===== src/rtl/ecg_pkg.sv =====
`default_nettype none
// ============================================================================
// Package  : ecg_pkg
// Shared widths and FSM state encoding for the ECG feature-extraction stage.
// Revision : 1.0
// ============================================================================
package ecg_pkg;

  localparam int ECG_DATA_W   = 16;
  localparam int ECG_WIN_LOG2 = 6;

  function automatic int acc_width(input int data_w, input int win_log2);
    return data_w + win_log2;
  endfunction

  localparam int ECG_ACC_W = acc_width(ECG_DATA_W, ECG_WIN_LOG2);

  typedef enum logic [1:0] {
    ST_IDLE = 2'd0,
    ST_SQ   = 2'd1,
    ST_ACC  = 2'd2,
    ST_OUT  = 2'd3
  } ecg_state_t;

endpackage
`default_nettype wire


===== src/rtl/mwi_ring_buffer.sv =====
`default_nettype none
// ============================================================================
// Module   : mwi_ring_buffer
// Simple dual-port RAM holding the MWI window; synchronous read, no reset.
// Revision : 1.0
// ============================================================================
module mwi_ring_buffer #(
  parameter int DATA_W = 16,
  parameter int ADDR_W = 6
) (
  input  logic              clk,
  input  logic              i_wr_en,
  input  logic [ADDR_W-1:0] i_wr_addr,
  input  logic [DATA_W-1:0] i_wr_data,
  input  logic              i_rd_en,
  input  logic [ADDR_W-1:0] i_rd_addr,
  output logic [DATA_W-1:0] o_rd_data
);

  logic [DATA_W-1:0] r_mem [0:(1<<ADDR_W)-1];
  logic [DATA_W-1:0] r_rd_data;

  always_ff @(posedge clk) begin
    if (i_wr_en) begin
      r_mem[i_wr_addr] <= i_wr_data;
    end
    if (i_rd_en) begin
      r_rd_data <= r_mem[i_rd_addr];
    end
  end

  assign o_rd_data = r_rd_data;

endmodule
`default_nettype wire


===== src/rtl/ecg_sq_mwi_axis.sv =====
`default_nettype none
// ============================================================================
// Module   : ecg_sq_mwi_axis
// Pan-Tompkins 5-point derivative, squaring and moving-window integrator.
// Revision : 1.0
// ============================================================================
module ecg_sq_mwi_axis
  import ecg_pkg::*;
#(
  parameter int INOUT_WIDTH = ECG_DATA_W,
  parameter int DERIV_WIDTH = 19,
  parameter int SQ_SHIFT    = 20,
  parameter int WIN_LOG2    = ECG_WIN_LOG2
) (
  input  logic                   clk,
  input  logic                   rst_n,
  input  logic [INOUT_WIDTH-1:0] s_axis_tdata,
  input  logic                   s_axis_tvalid,
  output logic                   s_axis_tready,
  output logic [INOUT_WIDTH-1:0] m_axis_tdata,
  output logic                   m_axis_tvalid,
  input  logic                   m_axis_tready
);

  localparam int ACC_W  = acc_width(INOUT_WIDTH, WIN_LOG2);
  localparam int PROD_W = 2 * DERIV_WIDTH;
  localparam logic [PROD_W-1:0] E_MAX = PROD_W'({INOUT_WIDTH{1'b1}});

  ecg_state_t r_state;
  ecg_state_t w_state_nxt;
  logic       w_accept;

  logic signed [INOUT_WIDTH-1:0] r_x [0:4];
  logic signed [DERIV_WIDTH-1:0] w_deriv;
  logic signed [PROD_W-1:0]      w_deriv_ext;
  logic signed [PROD_W-1:0]      w_sq;
  logic        [PROD_W-1:0]      w_sq_shr;
  logic        [INOUT_WIDTH-1:0] w_e;
  logic        [INOUT_WIDTH-1:0] r_e;

  logic [ACC_W-1:0]       r_acc;
  logic [ACC_W-1:0]       w_acc_nxt;
  logic [INOUT_WIDTH-1:0] w_ring_rd;
  logic [INOUT_WIDTH-1:0] w_old;
  logic [WIN_LOG2-1:0]    r_wr_ptr;
  logic                   r_fill_done;
  logic                   w_ring_wr_en;
  logic                   w_ring_rd_en;

  logic                   r_s_tready;
  logic                   r_m_tvalid;
  logic [INOUT_WIDTH-1:0] r_m_tdata;

  always_ff @(posedge clk or negedge rst_n) begin
    if (!rst_n) begin
      r_state <= ST_IDLE;
    end else begin
      r_state <= w_state_nxt;
    end
  end

  always_comb begin
    w_state_nxt = r_state;
    w_accept    = 1'b0;
    case (r_state)
      ST_IDLE: begin
        if (r_s_tready && s_axis_tvalid) begin
          w_accept    = 1'b1;
          w_state_nxt = ST_SQ;
        end
      end
      ST_SQ:   w_state_nxt = ST_ACC;
      ST_ACC:  w_state_nxt = ST_OUT;
      ST_OUT: begin
        if (m_axis_tready) begin
          w_state_nxt = ST_IDLE;
        end
      end
      default: w_state_nxt = ST_IDLE;
    endcase
  end

  // Exact derivative (no /8); the square is nonnegative so the top bits stay zero.
  assign w_deriv = (DERIV_WIDTH'(r_x[0]) <<< 1) + DERIV_WIDTH'(r_x[1])
                 - DERIV_WIDTH'(r_x[3]) - (DERIV_WIDTH'(r_x[4]) <<< 1);
  assign w_deriv_ext = PROD_W'(w_deriv);
  assign w_sq        = w_deriv_ext * w_deriv_ext;
  assign w_sq_shr    = $unsigned(w_sq) >> SQ_SHIFT;
  assign w_e         = (w_sq_shr > E_MAX) ? {INOUT_WIDTH{1'b1}} : w_sq_shr[INOUT_WIDTH-1:0];

  assign w_ring_rd_en = (r_state == ST_SQ);
  assign w_ring_wr_en = (r_state == ST_ACC);
  assign w_old        = r_fill_done ? w_ring_rd : '0;
  assign w_acc_nxt    = r_acc + ACC_W'(r_e) - ACC_W'(w_old);

  mwi_ring_buffer #(
    .DATA_W(INOUT_WIDTH),
    .ADDR_W(WIN_LOG2)
  ) u_ring (
    .clk      (clk),
    .i_wr_en  (w_ring_wr_en),
    .i_wr_addr(r_wr_ptr),
    .i_wr_data(r_e),
    .i_rd_en  (w_ring_rd_en),
    .i_rd_addr(r_wr_ptr),
    .o_rd_data(w_ring_rd)
  );

  always_ff @(posedge clk or negedge rst_n) begin
    if (!rst_n) begin
      for (int i = 0; i < 5; i++) begin
        r_x[i] <= '0;
      end
      r_e         <= '0;
      r_acc       <= '0;
      r_wr_ptr    <= '0;
      r_fill_done <= 1'b0;
      r_s_tready  <= 1'b0;
      r_m_tvalid  <= 1'b0;
      r_m_tdata   <= '0;
    end else begin
      r_s_tready <= (w_state_nxt == ST_IDLE);
      r_m_tvalid <= (w_state_nxt == ST_OUT);
      if (w_accept) begin
        r_x[0] <= s_axis_tdata;
        for (int i = 1; i < 5; i++) begin
          r_x[i] <= r_x[i-1];
        end
      end
      if (r_state == ST_SQ) begin
        r_e <= w_e;
      end
      if (r_state == ST_ACC) begin
        r_acc     <= w_acc_nxt;
        r_m_tdata <= w_acc_nxt[ACC_W-1:WIN_LOG2];
        r_wr_ptr  <= r_wr_ptr + WIN_LOG2'(1);
        // Once the pointer has wrapped, every slot holds a live window entry.
        if (r_wr_ptr == '1) begin
          r_fill_done <= 1'b1;
        end
      end
    end
  end

  assign s_axis_tready = r_s_tready;
  assign m_axis_tvalid = r_m_tvalid;
  assign m_axis_tdata  = r_m_tdata;

endmodule
`default_nettype wire

===== config.mk =====
export PLATFORM = sky130hd
export DESIGN_NAME = ecg_sq_mwi_axis
export DESIGN_NICKNAME = d
export VERILOG_FILES = /design/src/rtl/ecg_pkg.sv /design/src/rtl/mwi_ring_buffer.sv /design/src/rtl/ecg_sq_mwi_axis.sv
export SDC_FILE = /design/constraint.sdc
export NUM_CORES = 2
export LEC_CHECK = 0
export BUFFER_PORTS_ARGS = -buffer_cell sky130_fd_sc_hd__buf_2
export CAP_MARGIN = 25
export CELL_PAD_IN_SITES_DETAIL_PLACEMENT = 1
export CELL_PAD_IN_SITES_GLOBAL_PLACEMENT = 2
export CORE_MARGIN = 2
export CORE_UTILIZATION = 45
export DETAILED_ROUTE_END_ITERATION = 16
export GPL_ROUTABILITY_DRIVEN = 0
export PLACE_DENSITY = 0.79
export RECOVER_POWER = 50
export SYNTH_ARGS = -nofsm -noshare
export SYNTH_HDL_FRONTEND = slang
export SYNTH_HIERARCHICAL = 1
export SYNTH_SLANG_ARGS = --single-unit

===== constraint.sdc =====
create_clock -name clk -period 26.7 [get_ports clk]
set_input_delay 8.01 -clock clk [delete_from_list [all_inputs] [get_ports clk]]
set_output_delay 8.01 -clock clk [all_outputs]
set_load 0.02 [all_outputs]

==> flow_metrics.py <==
metrics = {
    "synthesis": {
        "area_share_of_the_largest_cell_type_after_synthesis": 0.519,
        "synth_sequential_area_ratio": 0.572,
        "post_synth.cell_area_avg_um2": 15.4,
        "synthArstFlopShare": 0.110,
        "synth_warnings": 6,
        "synth.top_cells.by_area": "sky130_fd_sc_hd__edfxtp_1 (52%), sky130_fd_sc_hd__fa_1 (13%), sky130_fd_sc_hd__mux4_2 (8.2%), sky130_fd_sc_hd__dfrtp_1 (5.4%), sky130_fd_sc_hd__inv_1 (3.5%)",
        "synth_nets": 4480,
        "synth_area_leader_cell": "sky130_fd_sc_hd__edfxtp_1",
        "synth_cells": 3921,
        "ys_ff_latch": 1169,
        "netlist-cell-type-count": 92,
        "mappedNetlistArea_mm2": 0.0602,
        "synthFlopType": "sky130_fd_sc_hd__edfxtp_1",
        "synth_edf_count": 1040,
    },
    "critical_path": {
        "timing.critical_path.required_ns": 27.27,
        "source_of_the_worst_register_to_register_timing_path": "r_x[3]",
        "critPathLaunch": "r_x[3]",
        "cpMostUsedCell": "sky130_fd_sc_hd__fa_1",
        "start_kind": "flip-flop",
        "crit_path_max_cell_delay_ns": 0.57,
        "worst_path_max_delay_cell": "sky130_fd_sc_hd__fa_1",
        "crit_type": "reg -> reg",
        "cp_data_arrival_time_ns": 11.31,
        "setup.worst_path.end_class": "flip-flop",
        "timing.critical_path.fanout_max": 15,
    },
    "detailed_routing": {
        "route.detailed.drc": 0,
        "dr_total_vias": 33100,
        "drt-pass1-iter-count": 6,
        "route.detailed.wl_per_inst_um": 26.1,
        "detail_route.iter0.violations": 2880,
        "drt_wirelength_um": 153000,
        "number_of_nets_with_antenna_violations_after_detailed_routing": 0,
        "avgViaCountPerCell": 5.63,
    },
    "clocking": {
        "cts.repair_timing.setup_buffer_count": 0,
        "clock_latency_ns": 0.73,
        "ctsRootBufferMaster": "sky130_fd_sc_hd__clkbuf_16",
        "numCtsBuffers": 109,
        "cts_buffer_depth": 3,
        "worst_setup_hold_path_clk_slew_ns": 0.06,
        "clock-sinks": 1169,
        "clock_tree_from_tritoncts": "built",
        "number_of_buffers_inserted_for_hold_repair_after_clock_tree_synthesis": 0,
        "htree_num_levels": 3,
        "post_cts_resize_count": 0,
    },
    "floorplan": {
        "rows": 134,
        "die_height_um": 370,
        "design.core.area_mm2": 0.133,
        "die_area_mm2": 0.137,
        "top_level_ports": 38,
        "start_util": 0.452,
        "die_w_um": 370,
    },
    "sta": {
        "timing_hold_violations_final": 0,
        "max_slew.worst_pin.slew_ns": 3.82,
        "skew_ns": 0.0451,
        "timing.final.max_slew_violations": 1167,
        "max_freq_mhz": 93.1,
        "grt_setup_unrepaired": "no",
        "min_period_over_period": 0.402,
        "final.setup.tns_ns": 0,
        "final.min_clock_period_ns": 10.74,
        "relSlewSlack": -1.54,
        "total_setup_violations_reported_at_the_end_of_the_flow": 0,
    },
    "global_routing": {
        "antenna_violations_before_repair": 0,
        "grt_use_met2": 0.377,
        "grtUsageMet3": 0.0321,
        "first_global_vias": 35500,
        "maximum_number_of_pins_on_one_net_before_global_route_repair": 135,
        "grt.overflow.total": 0,
        "grt_busiest_layer": "met2",
        "grt_pass1_wl_um": 231000,
        "groute.usage.overall": 0.228,
        "grt.met1_usage": 0.320,
    },
    "layout": {
        "flow.area_growth_from_synthesis_pct": 9.81,
        "nFillCells": 12900,
        "layoutNonFillerInstCount": 5874,
        "finish.instance_area_mm2": 0.0661,
        "layout-drive-gt1-share": 0.157,
        "leading_cell_type_in_the_layout_fill_and_taps_excluded": "sky130_fd_sc_hd__edfxtp_1",
        "layout_common_cells": "sky130_fd_sc_hd__edfxtp_1 (1,040), sky130_fd_sc_hd__inv_1 (562), sky130_fd_sc_hd__fa_1 (377)",
        "net_count_final": 4575,
    },
    "flow_run": {
        "max_cap_viol_count": 20,
    },
    "placement": {
        "buffer_ports.inserted": 37,
        "place_inst": 5673,
        "dpl-instance-area_mm2": 0.0626,
        "dp_hpwl_um": 101000,
    },
    "hold_path": {
        "worstHoldPathType": "reg -> reg",
        "min-delay-start": "r_acc[3]",
    },
    "run_status": {
        "outcome": "complete, but fails checks",
        "failing_checks": "capacitance limit, slew limit",
    },
}
synthesized netlist by cell type (all sizes together), types with 11 or more instances:
cell type	instances
nand3	44
a31oi	18
nand2	261
inv	566
o22a	15
buf	104
edfxtp	1040
xnor2	55
o31ai	12
a21oi	69
a211oi	18
a221oi	20
nor3	13
mux4	224
nand4	19
a22oi	39
mux2	76
o21ai	81
dfrtp	129
a311oi	11
nor2b	39
mux2i	87
fa	377
ha	162
xor2	18
clkbuf	68
and2	31
nor2	183
a21o	17
critical path, delay by kind of cell, from the launching register on:
family | cells | cell delay (ns)
xor gates and xnor gates | 1 | 0.27
buffers and inverters | 7 | 0.52
adders and majority gates | 11 | 5.29
DFF | 1 | 0.40
and+or+nand+nor | 5 | 1.29
AOI/OAI and AO/OA | 12 | 2.81
final cells by class:
type	count	area [µm²]	share of cell area
diodes	1	2.50	0.0000379
clock buffers	135	2870	0.0434
clock inverters	65	795	0.0120
inverters	567	2130	0.0322
multi-input cells	2013	22600	0.342
flip-flops and latches	1169	34500	0.521
well taps	1768	2210	0.0335
repair buffers	156	1010	0.0153
through the flow:
step                worst slack, ns  utilization  hold slack [ns]
global route                  15.15        0.497            0.520
floorplan                     17.25            -            0.446
detailed placement            16.01        0.470            0.469
global placement              16.13        0.470            0.459
finish                        15.96        0.497            0.481
CTS                           15.95        0.498            0.488
kinds of logic after synthesis:
| family | after synthesis | synth area share |
|---|---|---|
| compound gates | 365 | 0.0423 |
| xor+xnor | 73 | 0.0109 |
| fa+ha+maj | 539 | 0.159 |
| buf+inv | 739 | 0.0531 |
| flops | 1169 | 0.572 |
| mux | 387 | 0.113 |
| simple gates | 649 | 0.0496 |
layer usage:
layer / vias to the layer above / routed length [µm]
met3: 206 / 8400
met4: 0 / 4210
met2: 973 / 75200
met5: - / 0
met1: 17700 / 65400
li1: 14200 / -
final timing paths:
path | slack [ns] | end | cells after the start
setup / recovery | 15.96 | r_e[1] | 36
max in group asynchronous | 17.96 | r_wr_ptr[2] | 2
min in group asynchronous | 7.27 | r_acc[19] | 1
hold reg to reg | 0.48 | r_acc[3] | 2
setup reg to reg | 15.96 | r_e[1] | 36
hold / removal | 0.48 | r_acc[3] | 2
sequential cells by signal, summed over array words and instances (netlist names):
register and flops:
m_axis_tvalid 1, r_acc 22, r_e 16, r_fill_done 1, r_state 2, r_wr_ptr 6, r_x 80, s_axis_tready 1
u_ring/o_rd_data 16, u_ring/r_mem 1024
Power is left out: the tool's default activity adds up to more than one toggle a clock period on the data nets, which glitch-free logic cannot reach.
